## src/rtl/fetch_unit_pkg.sv

```systemverilog
// Shared types and constants for the instruction fetch stage.
package fetch_unit_pkg;

  typedef enum logic [1:0] {
    FETCH_RUN   = 2'd0,
    FETCH_FLUSH = 2'd1,
    FETCH_FAULT = 2'd2
  } fetch_state_e;

  localparam logic [31:0] PC_STEP = 32'd4;

  typedef struct packed {
    logic [31:0] pc;
    logic [31:0] word;
  } fetch_entry_t;

endpackage

```

## src/rtl/fetch_fifo.sv

```systemverilog
// In-order instruction buffer of {pc, word} entries with push/pop/clear.
module fetch_fifo
  import fetch_unit_pkg::*;
#(
  parameter int DEPTH = 2
) (
  input  logic                   clk,
  input  logic                   rst,
  input  logic                   push,
  input  logic                   pop,
  input  logic                   clear,
  input  fetch_entry_t           wdata,
  output fetch_entry_t           rdata,
  output logic [$clog2(DEPTH):0] count
);

  localparam int AW = $clog2(DEPTH);

  fetch_entry_t   mem [DEPTH];
  logic [AW-1:0]  wr_ptr;
  logic [AW-1:0]  rd_ptr;

  // NOTE: sequential state uses non-blocking assignments so every register samples pre-edge values.
  always_ff @(posedge clk or posedge rst) begin
    if (rst) begin
      wr_ptr <= '0;
      rd_ptr <= '0;
      count  <= '0;
    end else if (clear) begin
      wr_ptr <= '0;
      rd_ptr <= '0;
      count  <= '0;
    end else begin
      if (push) wr_ptr <= wr_ptr + AW'(1);
      if (pop)  rd_ptr <= rd_ptr + AW'(1);
      count <= count + (AW+1)'(push) - (AW+1)'(pop);
    end
  end

  // NOTE: storage has no reset; count gates validity, so stale contents are never observed.
  always_ff @(posedge clk) begin
    if (push) mem[wr_ptr] <= wdata;
  end

  assign rdata = mem[rd_ptr];

endmodule

```

## src/rtl/fetch_unit.sv

```systemverilog
// Instruction fetch stage: PC, credit-limited imem requests, redirect flush.
// Optional misaligned-redirect trap enabled by defining FETCH_MISALIGN_TRAP_EN.
module fetch_unit
  import fetch_unit_pkg::*;
#(
  parameter logic [31:0] RESET_PC   = 32'h0000_0000,
  parameter int          FIFO_DEPTH = 2
) (
  input  logic        clk,
  input  logic        rst,
  output logic        imem_req_valid,
  input  logic        imem_req_ready,
  output logic [31:0] imem_req_addr,
  input  logic        imem_resp_valid,
  input  logic [31:0] imem_resp_data,
  input  logic        redirect_valid,
  input  logic [31:0] redirect_pc,
  output logic        inst_valid,
  input  logic        inst_ready,
  output logic [31:0] inst,
  output logic [31:0] inst_pc,
  output logic        fetch_fault
);

  localparam int CW = $clog2(FIFO_DEPTH + 1);
  localparam int OW = $clog2(FIFO_DEPTH) + 1;

  fetch_state_e  state, state_next;
  logic [31:0]   fetch_pc, fetch_pc_next;
  logic [CW-1:0] outstanding, outstanding_next;
  logic [CW-1:0] drop_cnt, drop_cnt_next;
  logic [OW-1:0] occupancy;
  logic [31:0]   in_use;
  logic [31:0]   target;
  logic          push, pop, clear, accept, trap;
  fetch_entry_t  push_entry, head;

`ifdef FETCH_MISALIGN_TRAP_EN
  assign trap        = redirect_valid && (redirect_pc[1:0] != 2'b00);
  assign fetch_fault = (state == FETCH_FAULT);
`else
  logic unused_pc_lsbs;
  assign unused_pc_lsbs = ^redirect_pc[1:0];
  assign trap           = 1'b0;
  assign fetch_fault    = 1'b0;
`endif

  assign target        = {redirect_pc[31:2], 2'b00};
  assign imem_req_addr = fetch_pc;
  assign inst_valid    = (occupancy != '0) && (state != FETCH_FAULT);
  assign inst          = inst_valid ? head.word : '0;
  assign inst_pc       = inst_valid ? head.pc   : '0;

  // With no drops pending, every outstanding request belongs to the current
  // sequential stream, so the oldest one sits 4*outstanding behind fetch_pc.
  assign push_entry.pc   = fetch_pc - 32'({outstanding, 2'b00});
  assign push_entry.word = imem_resp_data;

  // NOTE: every combinational output gets a default first so no path infers a latch.
  always_comb begin
    pop              = 1'b0;
    clear            = 1'b0;
    push             = 1'b0;
    in_use           = '0;
    imem_req_valid   = 1'b0;
    accept           = 1'b0;
    outstanding_next = outstanding;
    drop_cnt_next    = drop_cnt;
    fetch_pc_next    = fetch_pc;
    state_next       = state;

    pop   = inst_valid && inst_ready && !redirect_valid;
    clear = redirect_valid && (state != FETCH_FAULT);
    // Credit counts the slot freed by this cycle's pop to sustain one fetch per cycle.
    in_use = 32'(occupancy) - 32'(pop) + 32'(outstanding);
    imem_req_valid = !rst && (state != FETCH_FAULT) && !redirect_valid &&
                     (in_use < 32'(FIFO_DEPTH));
    accept = imem_req_valid && imem_req_ready;
    push   = imem_resp_valid && (drop_cnt == '0) && !clear && (state != FETCH_FAULT);

    outstanding_next = outstanding + CW'(accept) - CW'(imem_resp_valid);

    if (clear)                                    drop_cnt_next = outstanding_next;
    else if (imem_resp_valid && drop_cnt != '0)   drop_cnt_next = drop_cnt - CW'(1);

    if (clear && !trap) fetch_pc_next = target;
    else if (accept)    fetch_pc_next = fetch_pc + PC_STEP;

    unique case (state)
      FETCH_RUN, FETCH_FLUSH: begin
        if (trap)                     state_next = FETCH_FAULT;
        else if (clear)               state_next = (outstanding_next != '0) ? FETCH_FLUSH : FETCH_RUN;
        else if (drop_cnt_next == '0) state_next = FETCH_RUN;
      end
      FETCH_FAULT: state_next = FETCH_FAULT;
      default:     state_next = FETCH_RUN;
    endcase
  end

  always_ff @(posedge clk or posedge rst) begin
    if (rst) state <= FETCH_RUN;
    else     state <= state_next;
  end

  always_ff @(posedge clk or posedge rst) begin
    if (rst) begin
      fetch_pc    <= RESET_PC;
      outstanding <= '0;
      drop_cnt    <= '0;
    end else begin
      fetch_pc    <= fetch_pc_next;
      outstanding <= outstanding_next;
      drop_cnt    <= drop_cnt_next;
    end
  end

  fetch_fifo #(.DEPTH(FIFO_DEPTH)) u_fifo (
    .clk   (clk),
    .rst   (rst),
    .push  (push),
    .pop   (pop),
    .clear (clear),
    .wdata (push_entry),
    .rdata (head),
    .count (occupancy)
  );

endmodule

```

## config.mk

```make
export PLATFORM = sky130hd
export DESIGN_NAME = fetch_unit
export DESIGN_NICKNAME = d
export VERILOG_FILES = /design/src/rtl/fetch_unit_pkg.sv /design/src/rtl/fetch_fifo.sv /design/src/rtl/fetch_unit.sv
export SDC_FILE = /design/constraint.sdc
export NUM_CORES = 1
export LEC_CHECK = 0
export ABC_AREA = 1
export BUFFER_PORTS_ARGS = -buffer_cell sky130_fd_sc_hd__buf_2
export CORE_AREA = 2 2 123 125
export DETAILED_ROUTE_END_ITERATION = 6
export DIE_AREA = 0 0 125 127
export PLACE_DENSITY = 0.95
export REMOVE_ABC_BUFFERS = 1
export SLEW_MARGIN = 10
export SYNTH_ARGS = -nofsm -noshare
export SYNTH_HDL_FRONTEND = slang
export SYNTH_SLANG_ARGS = --single-unit
```

## constraint.sdc

```tcl
create_clock -name clk -period 7.5 [get_ports clk]
set_clock_uncertainty 0.2 [all_clocks]
set_input_delay 1.5 -clock clk [delete_from_list [all_inputs] [get_ports clk]]
set_output_delay 1.5 -clock clk [all_outputs]
set_load 0.005 [all_outputs]
```

==> metrics.cfg <==
[power_and_ir_drop]
pwr-share-comb_pct=22.1
internal_power_w=0.00176
power.ir.vdd_worst_mv=0.145
switching_share_pct=31.8
power.share.clock_pct=30.2
pwr_density_cell_nw_per_um2=261
power.leakage_nw=4.43
total_switching_power_w=0.000821
pwr-share-seq_pct=47.7

[cells_and_area]
syn2layout_area_growth_pct=15.5
final_nets=1192
drive_above_1_share_pct=20.8
final_std_cells_w_o_fill=1307
diode_count=0

[logic_synthesis]
synth-async-reset-ratio_pct=24.4
yosysMostFrequentCell=sky130_fd_sc_hd__nand2_1
post_synth_inst_count=978
synth-main-ff-cell=sky130_fd_sc_hd__edfxtp_1
synthTopCellsByArea=sky130_fd_sc_hd__edfxtp_1 (43%), sky130_fd_sc_hd__nand2_1 (16%), sky130_fd_sc_hd__dfrtp_1 (12%)
synth.largest_area_cell=sky130_fd_sc_hd__edfxtp_1
synth-seq-area-share_pct=55.1
ys_top_cells_by_count=sky130_fd_sc_hd__nand2_1 (363), sky130_fd_sc_hd__edfxtp_1 (124), sky130_fd_sc_hd__nor2_1 (79)
mean_cell_area_of_the_mapped_netlist_sq_um=8.77
synthDistinctLibCells=45
mappedNetlistArea_sq_um=8580
synth_top_area_share_pct=43.4
yosys_register_bits=164
number_of_enable_flip_flop_cells_after_synthesis=124
synth.yosys.warnings=0

[route]
dr_wl_met3_mm=1.52
route.final.wire_length_mm=20.8
drc_violations=0
drt_first_pass_iters=6
dr_total_vias=7193
avgViaCountPerCell=5.50
top_layer_used=met4
wl_met2_mm=9.92
drt_iter0_markers=768
m1WireLength_mm=8.52
drt-wirelength-per-cell_um=15.9
antenna_violating_nets_post_route=0

[die]
fp.coreArea_sq_um=14400
io-pin-count=169
rows=44
floorplan.die_area_sq_um=15900
die_width_um=125
die_h_um=127
initial_utilization_pct=59.5

[sta]
layout_worst_path_cycle_share_pct=68.6
fin_hold_ws_ns=0.353
maxClockFrequency_mhz=194
tightest_slew_ns=1.09
setup_total_negative_slack_ns=0
rsz0062_at_grt=false
final.min_clock_period_ns=5.14
finalHoldViolCount=0
report.final.slew_viol_count=0
worst_slew_margin_rel_pct=27.5
setup_viol_count_final=0

[clocking]
numCtsBuffers=17
insertion_delay_ns=0.43
clkSinkCount=164
cts.reportedPaths.clkPinSlew_ns=0.06
post-cts-setup-buffers=0
cts.path.max_buffers=2
clock_tree.root_cell=sky130_fd_sc_hd__clkbuf_16
cts-hold-fix-buffers=0
cts.htree.levels=4
post_cts_resized=0
cts_tree=yes

[global_route]
grt_first_pass_wirelength_mm=33.5
grt-ovfl-total=0
grt_start_max_net_pins=65
grt_antenna_before_repair=0
grt_pass1_vias=6825
track_usage_pct=26.4

[placement]
placed_cells_incl_taps=1276
gp_congestion=0.918
place.detailed.hpwl_mm=13.9
port_buffers=161

[worst_setup_path]
worst-path-max-fanout=5
critPathLaunchType=input pin
crit_type=in -> out
worstSetupEndpointType=primary output
required_arrival_time_at_the_worst_endpoint_ns=5.80
critical_path_arrival_ns=3.44

[flow_run]
max_cap_violations=0

[hold_path]
worstHoldPathType=reg -> reg

[run_status]
run_status=completed

-- power by group through the flow --
stage               sequential [W]  clock (W)  combinational (W)
global route               0.00124   0.000825           0.000645
detailed placement         0.00125          0           0.000564
CTS                        0.00123   0.000787           0.000569
finish                     0.00123   0.000781           0.000571
global placement           0.00124          0           0.000537
floorplan                  0.00122          0           0.000362
-- kinds of logic after synthesis --
kind of cell	Yosys count	share of synthesized area, %
adder cells (fa/ha/maj)	11	1.78
other	1	0.0437
AND/OR/NAND/NOR	563	28.3
buffers and inverters	117	6.24
AO/OA/AOI/OAI	92	5.50
flip-flops	164	55.1
XOR/XNOR	30	3.06
-- layout make-up --
class                   count  area [sq um]
fillers                  1150          4520
clock buffers              18           429
inverters                  60           225
flip-flops and latches    164          4730
repair buffers            167           851
multi-input cells         701          3350
clock inverters            13          93.8
well taps                 184           230
-- state kept, by name (all words and copies together), names as in the netlist --
name and cells:
u_fifo.mem 124, imem_req_addr 30, drop_cnt 2, outstanding 2, state 2, u_fifo.count 2, u_fifo.rd_ptr 1, u_fifo.wr_ptr 1
-- worst paths after layout --
path,start,endpoint,slack (ns),depth (start not counted)
max in group asynchronous,rst,u_fifo.rd_ptr,5.67,3
hold / removal,state[0],state[0],0.35,2
setup reg to reg,state[0],state[0],3.08,20
min in group asynchronous,rst,state[0],1.01,3
hold reg to reg,state[0],state[0],0.35,2
setup / recovery,redirect_valid,imem_req_valid,2.36,10
-- cell usage in the layout (no fill, tap or decap), types with 8 or more instances in the layout --
cell type / synthesis / layout
sky130_fd_sc_hd__dfrtp_1: 40 / 39
sky130_fd_sc_hd__nor2_1: 79 / 77
sky130_fd_sc_hd__o21ai_0: 21 / 21
sky130_fd_sc_hd__nor3_1: 9 / 9
sky130_fd_sc_hd__nand2_1: 363 / 362
sky130_fd_sc_hd__inv_1: 55 / 55
sky130_fd_sc_hd__ha_1: 9 / 9
sky130_fd_sc_hd__clkbuf_16: 0 / 17
sky130_fd_sc_hd__xor2_1: 23 / 23
sky130_fd_sc_hd__edfxtp_1: 124 / 124
sky130_fd_sc_hd__nand3_1: 64 / 64
sky130_fd_sc_hd__buf_2: 16 / 161
sky130_fd_sc_hd__a21oi_1: 64 / 64
sky130_fd_sc_hd__nor2_2: 8 / 8
-- metrics by stage --
stage | total power, W | utilization [%] | setup slack [ns] | instance area (sq um)
after detailed placement | 0.00181 | 65.0 | 1.94 | 9380
after floorplan | 0.00158 | - | 1.65 | 8280
after global placement | 0.00177 | 65.0 | 2.04 | 9380
after CTS | 0.00258 | 68.7 | 2.36 | 9900
after global routing | 0.00271 | 68.7 | 1.95 | 9910
final | 0.00258 | 68.7 | 2.36 | 9910
-- metal layers --
layer | GRT usage (%) | vias to the layer above
met3 | 4.86 | 67
met1 | 34.2 | 3339
met2 | 43.3 | 340
met4 | 12.7 | 0
met5 | 0 | -
li1 | - | 3447
-- worst max-delay path, stage by stage --
cell and delay, ns:
sky130_fd_sc_hd__buf_2 0.12, sky130_fd_sc_hd__nor2_1 0.15, sky130_fd_sc_hd__nand4_2 0.16, sky130_fd_sc_hd__inv_1 0.09, sky130_fd_sc_hd__ha_1 0.22, sky130_fd_sc_hd__inv_1 0.09, sky130_fd_sc_hd__fa_1 0.42, sky130_fd_sc_hd__nor4_1 0.40
sky130_fd_sc_hd__and2_1 0.18, sky130_fd_sc_hd__buf_2 0.10
Note: power is estimated with default switching activity, not from simulation.
